`config.mk`:
```
export PLATFORM = sky130hd
export DESIGN_NAME = dyn7seg_to_static
export DESIGN_NICKNAME = d
export VERILOG_FILES = /design/src/rtl/dyn7seg_to_static.sv
export SDC_FILE = /design/constraint.sdc
export NUM_CORES = 1
export LEC_CHECK = 0
export CORE_MARGIN = 4
export CORE_UTILIZATION = 55
export CTS_CLUSTER_SIZE = 10
export DETAILED_ROUTE_END_ITERATION = 6
export HOLD_SLACK_MARGIN = 0.06
export PLACE_DENSITY = 0.73
export SLEW_MARGIN = 25
export SYNTH_ARGS = -nofsm -noshare
export SYNTH_HDL_FRONTEND = slang
export SYNTH_SLANG_ARGS = --single-unit
```
`constraint.sdc`:
```
create_clock -name clk -period 11.8 [get_ports clk]
set_input_delay 1.18 -clock clk [delete_from_list [all_inputs] [get_ports clk]]
set_output_delay 1.18 -clock clk [all_outputs]
set_load 0.02 [all_outputs]
```
`src/rtl/dyn7seg_to_static.sv`:
```
// dyn7seg_to_static
//
// Turns a multiplexed seven-segment bus (one shared segment pattern plus a
// one-hot digit strobe) into continuously driven, per-digit static outputs.
// A digit's pattern is stored only after it has been seen unchanged for
// settle_cycles consecutive samples. This rejects ghosting while the strobe
// moves between digits. A digit that stops being refreshed for
// timeout_cycles clocks is blanked. A global PWM enable dims every digit.
//
// Ports:
//   clk         the only clock
//   rst         asynchronous, active-high reset
//   abcdefgh    shared segment pattern, MSB = segment a, 1 = lit
//   digit       digit strobe, expected one-hot
//   brightness  PWM duty level: 0 = off, all-ones = always on
//   hex         static outputs, digit k at [k*w_seg +: w_seg], registered
//   refreshed   bit k high while digit k holds a value that has not timed out
//
// There is no handshake: every input is sampled on every clock.

`timescale 1ns/1ps

module dyn7seg_to_static #(
    parameter int n_digits          = 6,
    parameter int w_seg             = 8,
    parameter int reverse_seg_order = 1,
    parameter int active_low_out    = 1,
    parameter int settle_cycles     = 4,
    parameter int timeout_cycles    = 1_000_000,
    parameter int w_pwm             = 4
) (
    input  logic                         clk,
    input  logic                         rst,
    input  logic [w_seg-1:0]             abcdefgh,
    input  logic [n_digits-1:0]          digit,
    input  logic [w_pwm-1:0]             brightness,
    output logic [n_digits*w_seg-1:0]    hex,
    output logic [n_digits-1:0]          refreshed
);

    localparam int                      W_TO      = (timeout_cycles < 2) ? 1 : $clog2(timeout_cycles + 1);
    localparam logic [W_TO-1:0]         TO_MAX    = W_TO'(timeout_cycles);
    localparam logic [7:0]              SETTLE    = 8'(settle_cycles);
    localparam logic [n_digits*w_seg-1:0] HEX_UNLIT = {(n_digits*w_seg){active_low_out != 0}};

    // Input sample registers
    logic [w_seg-1:0]                   s_seg_q, s_seg_d;
    logic [n_digits-1:0]                s_dig_q, s_dig_d;

    // Settle filter
    logic [7:0]                         run_q, run_d;
    logic                               sat_q, sat_d;
    logic                               dig_onehot;
    logic                               same_sample;
    logic                               latch_fire;
    logic [n_digits-1:0]                latch_vec;

    // Per-digit stores and timeouts
    logic [n_digits-1:0][w_seg-1:0]     store_q, store_d;
    logic [n_digits-1:0][W_TO-1:0]      to_cnt_q, to_cnt_d;
    logic [n_digits-1:0]                refreshed_q, refreshed_d;
    logic [n_digits-1:0]                expire;

    // PWM and output stage
    logic [w_pwm-1:0]                   pwm_cnt_q, pwm_cnt_d;
    logic [w_pwm-1:0]                   bri_q, bri_d;
    logic                               pwm_en;
    logic [n_digits*w_seg-1:0]          hex_q, hex_d;
    logic [w_seg-1:0]                   lit_v;
    logic [w_seg-1:0]                   ord_v;

    always_comb begin : settle_logic
        s_seg_d     = abcdefgh;
        s_dig_d     = digit;
        dig_onehot  = (digit != '0) && ((digit & (digit - n_digits'(1))) == '0);
        same_sample = (abcdefgh == s_seg_q) && (digit == s_dig_q);
        sat_d       = 1'b0;
        run_d       = 8'd0;
        if (dig_onehot) begin
            if (same_sample) begin
                if (run_q == 8'hFF) begin
                    run_d = run_q;
                    sat_d = 1'b1;
                end else begin
                    run_d = run_q + 8'd1;
                end
            end else begin
                run_d = 8'd1;
            end
        end
        // sat_q marks a run that was already pinned at 255 on the previous
        // cycle. Without it, settle_cycles = 255 would re-fire every clock.
        latch_fire = (run_q == SETTLE) && !sat_q;
        // A non-zero run implies the sample that started it was one-hot, so
        // s_dig_q directly selects the store to write.
        latch_vec  = latch_fire ? s_dig_q : '0;
    end

    always_comb begin : digit_logic
        store_d     = store_q;
        to_cnt_d    = to_cnt_q;
        refreshed_d = refreshed_q;
        expire      = '0;
        for (int k = 0; k < n_digits; k++) begin
            if (TO_MAX == '0) begin
                to_cnt_d[k] = '0;
            end else if (latch_vec[k]) begin
                to_cnt_d[k] = '0;
            end else if (to_cnt_q[k] != TO_MAX) begin
                to_cnt_d[k] = to_cnt_q[k] + W_TO'(1);
            end
            // A digit blanks on the same edge its counter reaches the limit.
            // A latch on that edge takes priority.
            expire[k] = (TO_MAX != '0) && !latch_vec[k] && (to_cnt_d[k] == TO_MAX);
            if (latch_vec[k]) begin
                store_d[k]     = s_seg_q;
                refreshed_d[k] = 1'b1;
            end else if (expire[k]) begin
                store_d[k]     = '0;
                refreshed_d[k] = 1'b0;
            end
        end
    end

    always_comb begin : output_logic
        pwm_cnt_d = pwm_cnt_q + w_pwm'(1);
        // The duty is only reloaded at the period boundary, so a period is
        // never split between two brightness levels.
        bri_d     = (pwm_cnt_q == '1) ? brightness : bri_q;
        pwm_en    = (bri_q == '1) || (pwm_cnt_q < bri_q);
        lit_v     = '0;
        ord_v     = '0;
        hex_d     = '0;
        for (int k = 0; k < n_digits; k++) begin
            lit_v = store_q[k] & {w_seg{pwm_en}};
            for (int i = 0; i < w_seg; i++) begin
                ord_v[i] = (reverse_seg_order != 0) ? lit_v[w_seg-1-i] : lit_v[i];
            end
            hex_d[k*w_seg +: w_seg] = (active_low_out != 0) ? ~ord_v : ord_v;
        end
    end

    always_ff @(posedge clk or posedge rst) begin
        if (rst) begin
            s_seg_q     <= '0;
            s_dig_q     <= '0;
            run_q       <= '0;
            sat_q       <= 1'b0;
            store_q     <= '0;
            to_cnt_q    <= '0;
            refreshed_q <= '0;
            pwm_cnt_q   <= '0;
            bri_q       <= '0;
            hex_q       <= HEX_UNLIT;
        end else begin
            s_seg_q     <= s_seg_d;
            s_dig_q     <= s_dig_d;
            run_q       <= run_d;
            sat_q       <= sat_d;
            store_q     <= store_d;
            to_cnt_q    <= to_cnt_d;
            refreshed_q <= refreshed_d;
            pwm_cnt_q   <= pwm_cnt_d;
            bri_q       <= bri_d;
            hex_q       <= hex_d;
        end
    end

    assign hex       = hex_q;
    assign refreshed = refreshed_q;

endmodule

```
# After elaboration in Yosys (flattened, before gate mapping)
# Index checks and enable logic that the tools add are counted.
dict set report totals {
  reg_bits 253
  latchBits 0
  ram_bits 0
  rom_bits 0
  in_bits 20
  n_memories 0
}
dict set report classes {
  add_sub_neg 9
  multipliers 0
  div_mod_pow 0
  n_lt_le_gt_ge 1
  eq_ne 19
  n_shift 0
  muxes 43
  bitwise_logic 13
  reduce_logical 25
}
# operator n
set ops {}
lappend ops {{$mux 20} 12}
lappend ops {{$add 20x1->20 const B} 6}
lappend ops {{$eq 20x20->1 const B} 6}
lappend ops {{$mux 8} 15}
lappend ops {{$ne 20x20->1 const B} 6}
lappend ops {{$and 8x8->8} 6}
lappend ops {{$not 8->8} 6}
lappend ops {{$mux 1} 15}
lappend ops {{$reduce_bool 2->1} 6}
lappend ops {{$logic_and 1x1->1} 9}
lappend ops {{$add 8x1->8 const B} 1}
lappend ops {{$eq 4x4->1 const B} 2}
lappend ops {{$eq 8x3->1 const B} 1}
lappend ops {{$eq 8x8->1} 1}
lappend ops {{$eq 8x8->1 const B} 1}
lappend ops {{$logic_not 1->1} 7}
lappend ops {{$and 6x6->6} 1}
lappend ops {{$eq 6x6->1} 1}
lappend ops {{$logic_not 6->1} 1}
lappend ops {{$mux 6} 1}
lappend ops {{$reduce_bool 6->1} 1}
lappend ops {{$sub 6x1->6 const B} 1}
lappend ops {{$add 4x1->4 const B} 1}
lappend ops {{$lt 4x4->1} 1}
lappend ops {{other kinds (2)} 2}

# Depth between registers and ports, before layout
dict set report logic_depth {
  ltp_word 8
  mapped_depth 10
}

# Least setup slack after synthesis
# Ideal clock, no wire load.
dict set report synth_timing {
  path_type {reg2reg}
  start {reg to_cnt_q[20] in the netlist's numbering}
  end {reg refreshed_q[1] (netlist: refreshed[1])}
  t_arrival_ns 2.479
  required_time_ns 11.654
  path_slack_ns 9.175
  stages_incl_launch_ff 8
  n_path_buf 1
  period_less_slack_ns 2.625
  cell_sequence {dfrtp_1 -> ha_1 -> clkbuf_1 -> nand4_1 -> or3_2 -> a211o_2 -> nor4_4 -> a21oi_1}
}
dict set report synth_between {
  elab_chain_cells 6
  elab_cells_between_ends 7
  classes_between {add/sub (1); eq/ne (2); mux (2); reduce/logical (2)}
}
# element line_no
set synth_rtl {}
lappend synth_rtl {{from (decl)} 60} ;# logic [n_digits-1:0][W_TO-1:0] to_cnt_q, to_cnt_d;
lappend synth_rtl {{from (signal assigned)} 161} ;# to_cnt_q <= to_cnt_d;
lappend synth_rtl {{$add 20x1->20 or $ne 20x20->1 (tied branches)} {110, 109}}
lappend synth_rtl {{$mux 20 *} 109} ;# end else if (to_cnt_q[k] != TO_MAX) begin
lappend synth_rtl {{$mux 20 *} 107} ;# end else if (latch_vec[k]) begin
lappend synth_rtl {{$eq 20x20->1 *} 114} ;# expire[k] = (TO_MAX != '0) && !latch_vec[k] && (to_cnt_d[k] == TO_MAX);
lappend synth_rtl {{$logic_and 1x1->1 *} 114}
lappend synth_rtl {{$reduce_bool 2->1 (no line) *} -}
lappend synth_rtl {{to (signal assigned)} 162} ;# refreshed_q <= refreshed_d;
lappend synth_rtl {{to (decl)} 61} ;# logic [n_digits-1:0] refreshed_q, refreshed_d;
# Mark *: on every way between the ends. The rest lies on a longest branch, timed or not.
# A chain may end at the register's enable or synchronous reset.

# Worst setup path in the final report
dict set report layout_timing {
  start {reg run_q[0]}
  end {reg store_q[36] in the netlist's numbering}
}
dict set report layout_between {
  elab_chain_cells 7
  elab_cells_between_ends 9
  classes_between {eq/ne (2); mux (3); reduce/logical (4)}
}
# element line_no
set layout_rtl {}
lappend layout_rtl {{from (decl)} 51} ;# logic [7:0] run_q, run_d;
lappend layout_rtl {{from (signal assigned)} 158} ;# run_q <= run_d;
lappend layout_rtl {{$eq 8x3->1 *} 93} ;# latch_fire = (run_q == SETTLE) && !sat_q;
lappend layout_rtl {{$logic_and 1x1->1 *} 93}
lappend layout_rtl {{$mux 6 *} 96} ;# latch_vec = latch_fire ? s_dig_q : '0;
lappend layout_rtl {{$mux 20} 107}
lappend layout_rtl {{$eq 20x20->1} 114}
lappend layout_rtl {{$logic_and 1x1->1} 114}
lappend layout_rtl {{$reduce_bool 2->1 (no line)} -}
lappend layout_rtl {{to (signal assigned)} 160} ;# store_q <= store_d;
lappend layout_rtl {{to (decl)} 59} ;# logic [n_digits-1:0][w_seg-1:0] store_q, store_d;
# Marks and branches as above.

==> key figures <==
Status
  • Status: completed

GRT
  • Initial antenna violation count: 0
  • Vias in the first global route: 9027
  • Overflow after GRT: 0
  • First-pass GRT wire length: 45280 um
  • Total Routing Usage GR: 21.01%
  • Largest net degree at the start of global routing: 89

Floorplan
  • IO Count: 74
  • DIE AREA: 25420 um^2
  • Chip width: 159.4 um
  • Initial core utilization: 55.88%
  • Die H: 159.4 um
  • # rows: 55
  • Std-Cell Core Area: 22570 um^2

Logic synthesis
  • Cell with the most instances after synthesis: dfrtp_1
  • Synth area leaders: dfrtp_1 41%, dfstp_2 10%, xnor2_1 4.7%
  • Syn Nets: 1288
  • Post-Syn Area per Cell: 10.09 um^2
  • Synth Cell Area: 12610 um^2
  • Number of synthesized flops with an enable pin: 0
  • Yosys top cell by area: dfrtp_1
  • Async SR Flop Fraction: 100.0%
  • Commonest cells post-synth: 205 x dfrtp_1, 149 x nor2_1, 99 x nand2_1
  • Register bit total from synthesis: 253
  • Synth top area share: 40.67%
  • Post-synthesis sequential area ratio: 50.67%
  • Ys Warns: 0
  • Post-synth cell types: 76
  • Prevailing post-synth register cell: dfrtp_1
  • Post-Synthesis Cells: 1250

Place
  • Placer Congestion: 0.8923
  • Port bufs: 73
  • DP HPWL: 17820 um

STA
  • Peak Freq: 290.4 MHz
  • Worst-margin pin slew: 0.9830 ns
  • Clock Skew: 0.01046 ns
  • Final Hold Viols: 0
  • Rel. slew slack: 33.92%
  • Fin crit period: 3.444 ns
  • TNS Setup: 0 ns
  • Final period util: 29.19%
  • Final Setup Violations: 0
  • RSZ-0062 raised after global routing: no
  • Fin. max-slew vios: 0
  • Fin Hold WS: 0.3980 ns

Job
  • Max Cap Viol: 0

Clocking
  • Clock slew at reported path FFs: 0.06 ns
  • H-tree lvl count: 1
  • Post-CTS Hold Buffers: 0
  • # resized after CTS: 0
  • Clock root cell: clkbuf_16
  • Clock tree buffer depth: 3
  • Setup bufs post-CTS: 0
  • CTS tree: yes
  • Num CTS Buffers: 30
  • Clk_lat worst skew: 0.54 ns
  • CTS sink cnt: 253

Routing
  • Routed len/inst: 16.67 um
  • DR vias/cell: 5.732
  • WL final: 26860 um
  • Iteration count of the initial detailed-routing pass: 5
  • Vias: 9234
  • Post-route ant nets: 0
  • Drt first-iter violations: 624
  • DR DRC count: 0

Finish
  • Fraction of layout cells with a size suffix above 1: 9.502%
  • Synth-to-Final Area Change: 13.97%
  • Post-layout net count: 1340
  • Diodes inserted: 0

Worst hold path
  • HP Class: flop to flop

Pwr
  • Fraction of power consumed by the clock network: 47.7%
  • Internal power: 1.419 mW
  • Leak Pwr: 5.845 nW
  • NetSw: 0.3813 mW
  • Pwr dens: 125.3 nW/um^2
  • Sequential Power Share: 49.6%
  • Switching Share: 21.17%
  • Combinational cell fraction of total power: 2.7%
  • VDD IR max: 0.00009313 V

Worst setup path
  • Worst Path Max Fanout: 32
  • Req. time, crit path: 12.18 ns
  • CP max stage cell: nor4b_1
  • Max incr delay on CP: 0.72 ns
  • CP startpoint kind: flop
  • Crit Path Category: flop to flop
  • CP arrival: 3.83 ns
  • Cell Chain, Critical Path: inv_1 -> ha_1 -> nor4b_1 -> and3_1 -> buf_4 -> nor3b_1 -> or4_4 -> a2111oi_4 -> a21oi_1
  • Critical Path End Type: flop
==> final cells by class <==
| type | instances | area [um^2] |
|---|---|---|
| fill | 1868 | 8198 |
| sequential | 253 | 6391 |
| clock buffer | 54 | 892.1 |
| multi-input combinational | 893 | 5728 |
| timing repair buffer | 82 | 805.8 |
| clock inverter | 2 | 35.03 |
| inverter | 42 | 165.2 |
| tap | 285 | 356.6 |
==> power groups by stage <==
stage / Combinational [mW] / Clock (mW) / Sequential (mW)
floorplan: 0.0386 / 0 / 0.897
global placement: 0.0495 / 0 / 0.907
detailed placement: 0.0505 / 0 / 0.907
CTS: 0.0507 / 0.878 / 0.892
global route: 0.0569 / 0.921 / 0.893
finish: 0.0495 / 0.858 / 0.893
==> metrics by stage <==
| stage | util, % | setup WS, ns | power (mW) | cell area, um^2 | instances |
|---|---|---|---|---|---|
| 3_5_place_dp | 59.54 | 7.577 | 0.9576 | 13440 | 1555 |
| 5_1_grt | 63.68 | 8.107 | 1.871 | 14370 | 1611 |
| 6_report | 63.68 | 8.356 | 1.801 | 14370 | 1611 |
| 2_1_floorplan | - | 3.743 | 0.9355 | 12610 | 1250 |
| 4_1_cts | 63.65 | 8.156 | 1.821 | 14370 | 1611 |
| 3_3_place_gp | 59.54 | 7.582 | 0.9564 | 13440 | 1555 |
==> logic make-up (layout without fill, tap and decap cells) <==
family                   after synthesis  after routing  synth area share, %
AO/OA/AOI/OAI                        165            165                8.324
XOR/XNOR                             122            122                8.472
AND/OR/NAND/NOR                      527            527                21.87
multiplexers                          61             61                4.881
adder cells (fa/ha/maj)               18             18                1.786
buffers and inverters                104            180                3.998
flip-flops                           253            253                50.67
==> metal layers <==
metal  track usage (%)  wire length [um]  up-vias
li1                  -                 -     4498
met1             30.22             12620     4500
met2             34.14             12560      203
met3             3.132              1185       33
met4             4.813               491        0
met5                 0                 0        -
==> worst paths after layout <==
check,start,endpoint,slack [ns],cells past startpoint
max,run_q[0],store_q[36],8.36,9
min,store_q[28],hex[27],0.40,1
max reg2reg,run_q[0],store_q[36],8.36,9
min reg2reg,store_q[28],hex[27],0.40,1
max in group asynchronous,rst,to_cnt_q[2],8.92,4
min in group asynchronous,rst,bri_q[0],1.09,2
==> registers in the layout, indices dropped and copies added, names as in the netlist <==
register,cells
s_seg_q,8
to_cnt_q,120
store_q,48
sat_q,1
run_q,8
bri_q,4
hex,48
s_dig_q,6
refreshed,6
pwm_cnt_q,4
==> worst max-delay path, delay by kind of cell (launching register included) <==
| family | cells | cell delay [ns] |
|---|---|---|
| AO/OA/AOI/OAI | 2 | 0.73 |
| adder cells (fa/ha/maj) | 1 | 0.14 |
| buffers and inverters | 2 | 0.45 |
| flip-flops | 1 | 0.41 |
| AND/OR/NAND/NOR | 4 | 1.53 |
==> layout by cell type (no fill, tap or decap), types with 44 or more instances in the layout <==
cell / count
a21oi_1: 83
clkdlybuf4s50_1: 73
dfrtp_1: 205
dfstp_2: 48
mux2i_1: 57
nand2_1: 99
nand3_1: 50
nand4_1: 44
nor2_1: 149
xnor2_1: 67
xor2_1: 55
Power figures use the tool's default switching activity.
